File: config.mk
export PLATFORM = sky130hd
export DESIGN_NAME = mux8_rr_arbiter_flat
export DESIGN_NICKNAME = d
export VERILOG_FILES = /design/src/rtl/mux8_rr_arbiter_if.sv /design/src/rtl/mux8_rr_arbiter.sv /design/src/flat_wrapper.sv
export SDC_FILE = /design/constraint.sdc
export NUM_CORES = 1
export LEC_CHECK = 0
export CAP_MARGIN = 15
export CORE_UTILIZATION = 40
export CTS_BUF_LIST = sky130_fd_sc_hd__clkbuf_16
export DETAILED_ROUTE_END_ITERATION = 12
export PLACE_DENSITY = 0.6
export SLEW_MARGIN = 20
export SYNTH_ARGS = -nofsm -noshare
export SYNTH_HDL_FRONTEND = slang
export SYNTH_SLANG_ARGS = --single-unit
File: constraint.sdc
create_clock -name clk -period 5.2 [get_ports clk]
set_input_delay 1.3 -clock clk [delete_from_list [all_inputs] [get_ports clk]]
set_output_delay 1.3 -clock clk [all_outputs]
set_load 0.1 [all_outputs]
File: src/rtl/mux8_rr_arbiter_if.sv
// Bus between eight requester slices, the round-robin arbiter and one valid/ready consumer.
// Build option ARB_LOCK_EN adds the lock signal.
interface mux8_rr_arbiter_if #(
    parameter int DW    = 1,
    parameter int CNT_W = 8
);
    logic [7:0]      req;
    logic [8*DW-1:0] din;
    logic            out_ready;
`ifdef ARB_LOCK_EN
    logic            lock;
`endif
    logic [7:0]      grant;
    logic [2:0]      sel;
    logic [DW-1:0]   dout;
    logic            out_valid;
    logic            busy;
    logic [CNT_W-1:0] beat_cnt;

`ifdef ARB_LOCK_EN
    modport master (input req, din, out_ready, lock,
                    output grant, sel, dout, out_valid, busy, beat_cnt);
    modport slave  (output req, din, out_ready, lock,
                    input grant, sel, dout, out_valid, busy, beat_cnt);
`else
    modport master (input req, din, out_ready,
                    output grant, sel, dout, out_valid, busy, beat_cnt);
    modport slave  (output req, din, out_ready,
                    input grant, sel, dout, out_valid, busy, beat_cnt);
`endif
endinterface

File: src/rtl/mux8_rr_arbiter.sv
// Round-robin arbiter metering each grant of a shared 8:1 mux to HOLD_BEATS beats.
// Build option ARB_LOCK_EN adds a lock input that suppresses the beat limit.
module mux8_rr_arbiter #(
    parameter int DW         = 1,
    parameter int HOLD_BEATS = 4,
    parameter int CNT_W      = 8
) (
    input  logic               clk,
    input  logic               rst_n,
    mux8_rr_arbiter_if.master  bus
);
    typedef enum logic {IDLE, BUSY} state_t;

    localparam logic [CNT_W-1:0] LAST = CNT_W'(HOLD_BEATS - 1);

    state_t           state, state_n;
    logic [7:0]       grant_q, grant_n;
    logic [2:0]       sel_q, sel_n;
    logic [2:0]       ptr_q, ptr_n;
    logic [CNT_W-1:0] cnt_q, cnt_n;

    logic [2:0] base;
    logic [2:0] win;
    logic       win_ok;
    logic       busy;
    logic       req_g;
    logic       beat;
    logic       at_limit;
    logic       release_g;

    // When a grant releases, the outgoing index becomes the new pointer, so
    // the scan always starts just after the current (or last) granted index.
    always_comb begin
        base   = (state == BUSY) ? sel_q : ptr_q;
        win    = base;
        win_ok = 1'b0;
        for (int k = 1; k <= 8; k++) begin
            if (!win_ok && bus.req[base + 3'(k)]) begin
                win    = base + 3'(k);
                win_ok = 1'b1;
            end
        end
    end

    always_comb begin
        busy     = (state == BUSY);
        req_g    = bus.req[sel_q];
        beat     = busy & req_g & bus.out_ready;
        at_limit = (cnt_q >= LAST);
`ifdef ARB_LOCK_EN
        release_g = (busy & ~req_g) | (beat & at_limit & ~bus.lock);
`else
        release_g = (busy & ~req_g) | (beat & at_limit);
`endif
    end

    always_comb begin
        state_n = state;
        grant_n = grant_q;
        sel_n   = sel_q;
        ptr_n   = ptr_q;
        cnt_n   = cnt_q;
        case (state)
            IDLE: begin
                if (win_ok) begin
                    state_n = BUSY;
                    grant_n = 8'b0000_0001 << win;
                    sel_n   = win;
                    cnt_n   = '0;
                end
            end
            BUSY: begin
                if (release_g) begin
                    ptr_n = sel_q;
                    cnt_n = '0;
                    if (win_ok) begin
                        grant_n = 8'b0000_0001 << win;
                        sel_n   = win;
                    end else begin
                        state_n = IDLE;
                        grant_n = '0;
                    end
                end else if (beat) begin
`ifdef ARB_LOCK_EN
                    // Locked bursts can run past HOLD_BEATS, so hold at the top value.
                    if (cnt_q != '1) begin
                        cnt_n = cnt_q + CNT_W'(1);
                    end
`else
                    cnt_n = cnt_q + CNT_W'(1);
`endif
                end
            end
            default: begin
                state_n = IDLE;
                grant_n = '0;
            end
        endcase
    end

    always_ff @(posedge clk) begin
        if (!rst_n) begin
            state   <= IDLE;
            grant_q <= '0;
            sel_q   <= '0;
            ptr_q   <= 3'd7;
            cnt_q   <= '0;
        end else begin
            state   <= state_n;
            grant_q <= grant_n;
            sel_q   <= sel_n;
            ptr_q   <= ptr_n;
            cnt_q   <= cnt_n;
        end
    end

    assign bus.grant     = grant_q;
    assign bus.sel       = sel_q;
    assign bus.busy      = busy;
    assign bus.beat_cnt  = cnt_q;
    assign bus.out_valid = busy & req_g;
    assign bus.dout      = bus.din[sel_q*DW +: DW];
endmodule

File: src/flat_wrapper.sv
// flat-port wrapper written by rule: the top's interface ports become plain ports
module mux8_rr_arbiter_flat 
#(
    parameter int DW         = 1,
    parameter int HOLD_BEATS = 4,
    parameter int CNT_W      = 8
)
  (clk, rst_n, bus_req, bus_din, bus_out_ready, bus_grant, bus_sel, bus_dout, bus_out_valid, bus_busy, bus_beat_cnt);
  mux8_rr_arbiter_if #(.DW(DW), .CNT_W(CNT_W)) bus_i ();
  input  logic clk;
  input  logic rst_n;
  input wire logic [$bits(bus_i.req)-1:0] bus_req;
  input wire logic [$bits(bus_i.din)-1:0] bus_din;
  input wire logic [$bits(bus_i.out_ready)-1:0] bus_out_ready;
  output wire logic [$bits(bus_i.grant)-1:0] bus_grant;
  output wire logic [$bits(bus_i.sel)-1:0] bus_sel;
  output wire logic [$bits(bus_i.dout)-1:0] bus_dout;
  output wire logic [$bits(bus_i.out_valid)-1:0] bus_out_valid;
  output wire logic [$bits(bus_i.busy)-1:0] bus_busy;
  output wire logic [$bits(bus_i.beat_cnt)-1:0] bus_beat_cnt;
  assign bus_i.req = bus_req;
  assign bus_i.din = bus_din;
  assign bus_i.out_ready = bus_out_ready;
  assign bus_grant = bus_i.grant;
  assign bus_sel = bus_i.sel;
  assign bus_dout = bus_i.dout;
  assign bus_out_valid = bus_i.out_valid;
  assign bus_busy = bus_i.busy;
  assign bus_beat_cnt = bus_i.beat_cnt;
  mux8_rr_arbiter #(.DW(DW), .HOLD_BEATS(HOLD_BEATS), .CNT_W(CNT_W)) u_core (.clk(clk), .rst_n(rst_n), .bus(bus_i));
endmodule
# Yosys cells after proc, flatten, opt, wreduce, memory -nomap -nowiden
# Cells that the tools add are included.
[classes] add_sub_neg=8 order_cmp=10 eq_ne=3 shifts=2 mux=49 bitwise_logic=7 reduce_logical=17
[ops] op="$mux W8" count=6
[ops] op="$lt A3 B4 Y1 const B" count=9
[ops] op="$mux W3" count=11
[ops] op="$pmux W8 S2" count=2
[ops] op="$bmux W1 S3" count=9
[ops] op="$mux W1" count=19
[ops] op="$add A3 B3 Y3 const B" count=4
[ops] op="$add A8 B1 Y8 const B" count=1
[ops] op="$ge A8 B2 Y1 const B" count=1
[ops] op="$shiftx A8 B4 Y1" count=1
[ops] op="$shl A1 B3 Y8 const A" count=1
[ops] op="$logic_and A1 B1 Y1" count=7
[ops] op="$logic_not A1 Y1" count=7
[ops] op="$add A3 B2 Y3 const B" count=2
[ops] op="$pmux W3 S2" count=1
[ops] op="$reduce_and A2 Y1" count=3
[ops] op="$and A1 B1 Y1" count=4
[ops] op="$add A3 B1 Y3 const B" count=1
[ops] op="$ne A3 B3 Y1 const B" count=1
[ops] op="$ne A2 B1 Y1 const B" count=1
[ops] op="$ne A2 B2 Y1 const B" count=1
[ops] op="$not A1 Y1" count=2
[ops] op="$pmux W1 S2" count=1
[ops] op="$or A1 B1 Y1" count=1
[totals] reg_bits=23 in_bits=19 out_inout_bits=22 elab_cells=101

# Depth between registers and ports, before layout
[depth] depth_word=30 depth_mapped=14 ltp_nobuf=10

# Least setup slack after synthesis
# OpenSTA, ideal clock, no wires.
[synth_path] path_kind="register -> register" startpoint="register u_core.state (netlist: u_core.bus.busy)" endpoint="register u_core.grant_q[4] (netlist: u_core.bus.grant[4])" setup_time_ps=87 t_arrival_ps=4275 required_time_ps=5113 path_slack_ps=838 stages_incl_launch_ff=13 synth_period_minus_slack_ps=4362 path_cell_list="dfxtp_1 > buf_6 > mux2i_2 > inv_1 > clkbuf_1 > ha_1 > xnor2_2 > mux4_2 > a211oi_2 > o31ai_4 > xnor2_2 > or3_1 > o31ai_1"
[synth_between] elab_chain_cells=30 elab_cells_between_ends=68
[synth_lines] element="start: declaration" line_no="mux8_rr_arbiter.sv:16" rtl="state_t state, state_n;"
[synth_lines] element="start signal: assignment" line_no="mux8_rr_arbiter.sv:109" rtl="state <= state_n;"
[synth_lines] element="$mux W3" line_no="mux8_rr_arbiter.sv:34" rtl="base = (state == BUSY) ? sel_q : ptr_q;"
[synth_lines] element="$add A3 B1 Y3" line_no="mux8_rr_arbiter.sv:38, mux8_rr_arbiter.sv:39"
[synth_lines] element="$bmux W1 S3" line_no="mux8_rr_arbiter.sv:38" rtl="if (!win_ok && bus.req[base + 3'(k)]) begin"
[synth_lines] element="$mux W1 (not written as such)" line_no="mux8_rr_arbiter.sv:38"
[synth_lines] element="$mux W1" line_no="mux8_rr_arbiter.sv:38"
[synth_lines] element="$logic_not A1 Y1" line_no="mux8_rr_arbiter.sv:38"
[synth_lines] element="$logic_and A1 B1 Y1" line_no="mux8_rr_arbiter.sv:38"
[synth_lines] element="$mux W1" line_no="mux8_rr_arbiter.sv:38"
[synth_lines] element="[14 not listed]"
[synth_lines] element="$mux W1" line_no="mux8_rr_arbiter.sv:38"
[synth_lines] element="$logic_not A1 Y1" line_no="mux8_rr_arbiter.sv:38"
[synth_lines] element="$logic_and A1 B1 Y1" line_no="mux8_rr_arbiter.sv:38"
[synth_lines] element="$mux W3" line_no="mux8_rr_arbiter.sv:38"
[synth_lines] element="$shl A1 B3 Y8" line_no="mux8_rr_arbiter.sv:67, mux8_rr_arbiter.sv:77"
[synth_lines] element="$mux W8" line_no="mux8_rr_arbiter.sv:76" rtl="if (win_ok) begin"
[synth_lines] element="$mux W8" line_no="mux8_rr_arbiter.sv:73" rtl="if (release_g) begin"
[synth_lines] element="$pmux W8 S2" line_no="mux8_rr_arbiter.sv:63" rtl="case (state)"
[synth_lines] element="end signal: assignment" line_no="mux8_rr_arbiter.sv:110" rtl="grant_q <= grant_n;"
[synth_lines] element="end: declaration" line_no="mux8_rr_arbiter.sv:17" rtl="logic [7:0] grant_q, grant_n;"
# Parallel ways exist; a longest one is shown, timed or not. The select of a mux whose other input is x is not followed.
# A chain may end at the register's enable or synchronous reset.

# Final worst setup path
[layout_path] startpoint="input port bus_req[7]" endpoint="output port bus_out_valid"
[layout_between] elab_chain_cells=3
[layout_lines] element="start: declaration" line_no="flat_wrapper.sv:12" rtl="input wire logic [$bits(bus_i.req)-1:0] bus_req;"
[layout_lines] element="$bmux W1 S3" line_no="mux8_rr_arbiter.sv:47" rtl="req_g = bus.req[sel_q];"
[layout_lines] element="$mux W1 (not written as such)" line_no="mux8_rr_arbiter.sv:47"
[layout_lines] element="$and A1 B1 Y1" line_no="mux8_rr_arbiter.sv:121" rtl="assign bus.out_valid = busy & req_g;"
[layout_lines] element="end: declaration" line_no="flat_wrapper.sv:18" rtl="output wire logic [$bits(bus_i.out_valid)-1:0] bus_out_valid;"
# Every way passes these cells. The select of a mux whose other input is x is not followed.

==> flow_summary.ini <==
[floorplanning]
chipHeight_um = 74.23
die_area_um2 = 5510
core_um2 = 4880
initial_core_util_pct = 42.77
num_io_pins = 41
die_x_um = 74.23
rows = 25

[power_and_ir_drop]
comb_power_share_pct = 75.8
switching_share_pct = 53.91
power_leakage_nw = 0.9538
switching_power_mw = 0.9698
power_mw = 1.799
peakVddDrop_mv = 0.3101
power.internal_mw = 0.8292
p_seq_share_pct = 14.9
pwr-share-clk_pct = 9.3
power_density_nw_per_um2 = 691.2

[critical_path]
end_kind = primary output
crit_path_max_fanout = 7
r2r_cells = 10
worst_ep_arrival_time_ns = 2.95
crit_buf_inv = 2
cp_top_family = multiplexers
path_class = input port to primary output
critical-path-max-stage-delay_ns = 0.51
rrSetupSlack_ns = 1.26
startpoint_type = input port
r2r_start = u_core.bus.busy
slowest_stage = mux4_2
r2r_end = u_core.bus.grant[4]
crit_required_ns = 3.90
path_cells = clkdlybuf4s50_1 -> mux4_2 -> mux2i_1 -> nor2b_1 -> buf_4
worstSetupStartpoint = bus_req[7]

[synthesis]
ys_warn_count = 0
syn-num-nets = 236
synth_fa_ha_area_share_pct = 1.799
synth_top_family_by_area = multiplexers
yosysSeqAreaShare_pct = 22.06
synthFlopType = dfxtp_1
netlist_area_um2 = 2087
synthArstFlopShare_pct = 0
synth_xor_area_share_pct = 2.758
synthCells = 214
synth_cell_type_count = 55
synth_edf_count = 0
synth_compound_area_share_pct = 21.34
ys_seq_elements = 23
synth.mux.area_fraction_pct = 31.95
syn_area_per_cell_um2 = 9.752
synth_simple_gate_area_share_pct = 16.25

[global_routing]
grt_remaining_overflow = 0
track_usage_pct = 20.78
grt_max_degree = 14
grt_pass1_wl_um = 8645
antenna_found_initial = 0
grt_pass1_vias = 1756

[clock_network]
htree_levels = 1
cts_sinks = 23
root_buffer = clkbuf_16
cts.clk_slew.worst_paths_ns = 0.06
cts_resized = 0
cts_tree = yes
insertion_delay_ns = 0.26
postCtsSetupRepairBufs = 0
cts_buffer_depth = 2
numCtsBuffers = 3
ctsHoldBuffers = 0

[placement]
place_inst = 314
io_buffers = 40
dpl_worst_slack_ns = 0.9295
hpwl_um = 4038
gp_congestion = 0.8884
place_area_um2 = 2522

[finish]
fin_util_pct = 53.33
final_common_cell = clkdlybuf4s50_1
area_growth_pct = 24.70
final_cell_mix = clkdlybuf4s50_1 (38), nand2_1 (26), dfxtp_1 (23), nor2_1 (19), mux2i_1 (18)
fin_nets = 274
stdcell_count = 318
antenna_cells = 0
drive_gt1_share_pct = 18.73
nFillCells = 479
finalInstanceArea_um2 = 2603

[drt]
finalWirelength_um = 5086
drc_errors = 0
num_vias = 1858
postRouteAntennaNets = 0
drt-initial-drc-count = 76
vias_per_cell = 5.843
firstDrtPassIters = 4
post_drt_wl_per_cell_um = 15.99

[timing]
timing_hold_violations_final = 0
slew-limit-headroom_pct = 34.86
setup_slack_ns = 0.9496
fin_crit_sh_pct = 81.74
worstMarginPinSlew_ns = 0.9740
max_freq_mhz = 235.3
holdWs_ns = 0.4639
finalClockSkew_ns = 0.002676
period_minus_slack_ns = 4.250
grt_setup_unrepaired = false
setup_viol = 0
drv_slew = 0
fin_setup_tns_ns = 0

[hold_path]
min_from = u_core.bus.grant[2]
hp-class = flop to flop
worst_hold_path.endpoint = u_core.bus.grant[2]
min_path_cells = 1

[status]
outcome = finished, final reports clean

[job]
maxCapViolCount = 0
## layout make-up
cell class              count  area, um^2  area share, %
repair buffers             42       410.4          15.77
well taps                  67       83.83          3.221
multi-input cells         177        1546          59.42
clock buffers               3       75.07          2.885
inverters                   5       21.27         0.8173
clock inverters             1       5.005         0.1923
flip-flops and latches     23       460.4          17.69
## kinds of logic (layout without fill, tap and decap cells)
group | count (synthesis) | count (layout)
AOI/OAI and AO/OA | 52 | 52
xor gates and xnor gates | 4 | 4
adders and majority gates | 3 | 3
buffers and inverters | 14 | 51
DFF | 23 | 23
muxes | 43 | 43
and+or+nand+nor | 75 | 75
## per-layer routing
layer  share of wire, %  wire, um  track usage [%]  vias up
met4                1.3        65            6.080        0
met2                 47      2402            33.64       42
met5                  0         0                0        -
met1                 48      2423            28.91      895
met3                3.8       195            2.981        5
li1                   -         -                -      916
## state kept, by name (all words and copies together) (netlist names)
name and cells:
u_core.bus.sel 3, u_core.bus.beat_cnt 8, u_core.bus.busy 1, u_core.ptr_q 3, u_core.bus.grant 8
## worst max path at each step
| stage | to | slack (ns) | depth (start not counted) |
|---|---|---|---|
| 2_1_floorplan | u_core.bus.grant[4] | 0.84 | 12 |
| 3_3_place_gp | bus_out_valid | 0.96 | 5 |
| 3_5_place_dp | bus_out_valid | 0.93 | 5 |
| 4_1_cts | bus_out_valid | 0.93 | 5 |
| 5_1_grt | bus_out_valid | 0.84 | 5 |
| 6_report | bus_out_valid | 0.95 | 5 |
## power by group through the flow
stage	Combinational, mW	Sequential [mW]	Clock [mW]
global placement	1.36	0.272	0
detailed placement	1.36	0.273	0
global route	1.47	0.276	0.180
finish	1.36	0.268	0.168
floorplan	0.909	0.465	0
CTS	1.36	0.268	0.171
## worst register-to-register path, stage by stage (launching register included)
cell and delay (ns):
dfxtp_1 0.74, mux2i_2 0.57, inv_1 0.12, ha_1 0.25, xnor2_2 0.37, mux4_2 0.62, a211oi_2 0.31, o31ai_4 0.09
xnor2_2 0.16, or3_1 0.38, o31ai_1 0.23
## Yosys cell counts (4+ instances only)
cell type  instances  area share [%]
nor3_1             8             1.9
mux4_2            15              16
nand3_1            6             1.4
a21oi_1            5             1.2
nand2_1           26             4.7
o21a_1             6             2.2
a32o_1             4             1.9
dfxtp_1           23              22
mux2_2             6             3.2
mux2i_1           18             8.6
nor2_1            19             3.4
and2_1             4             1.2
o31ai_1            4             1.4
Note: power is estimated with default switching activity, not from simulation.
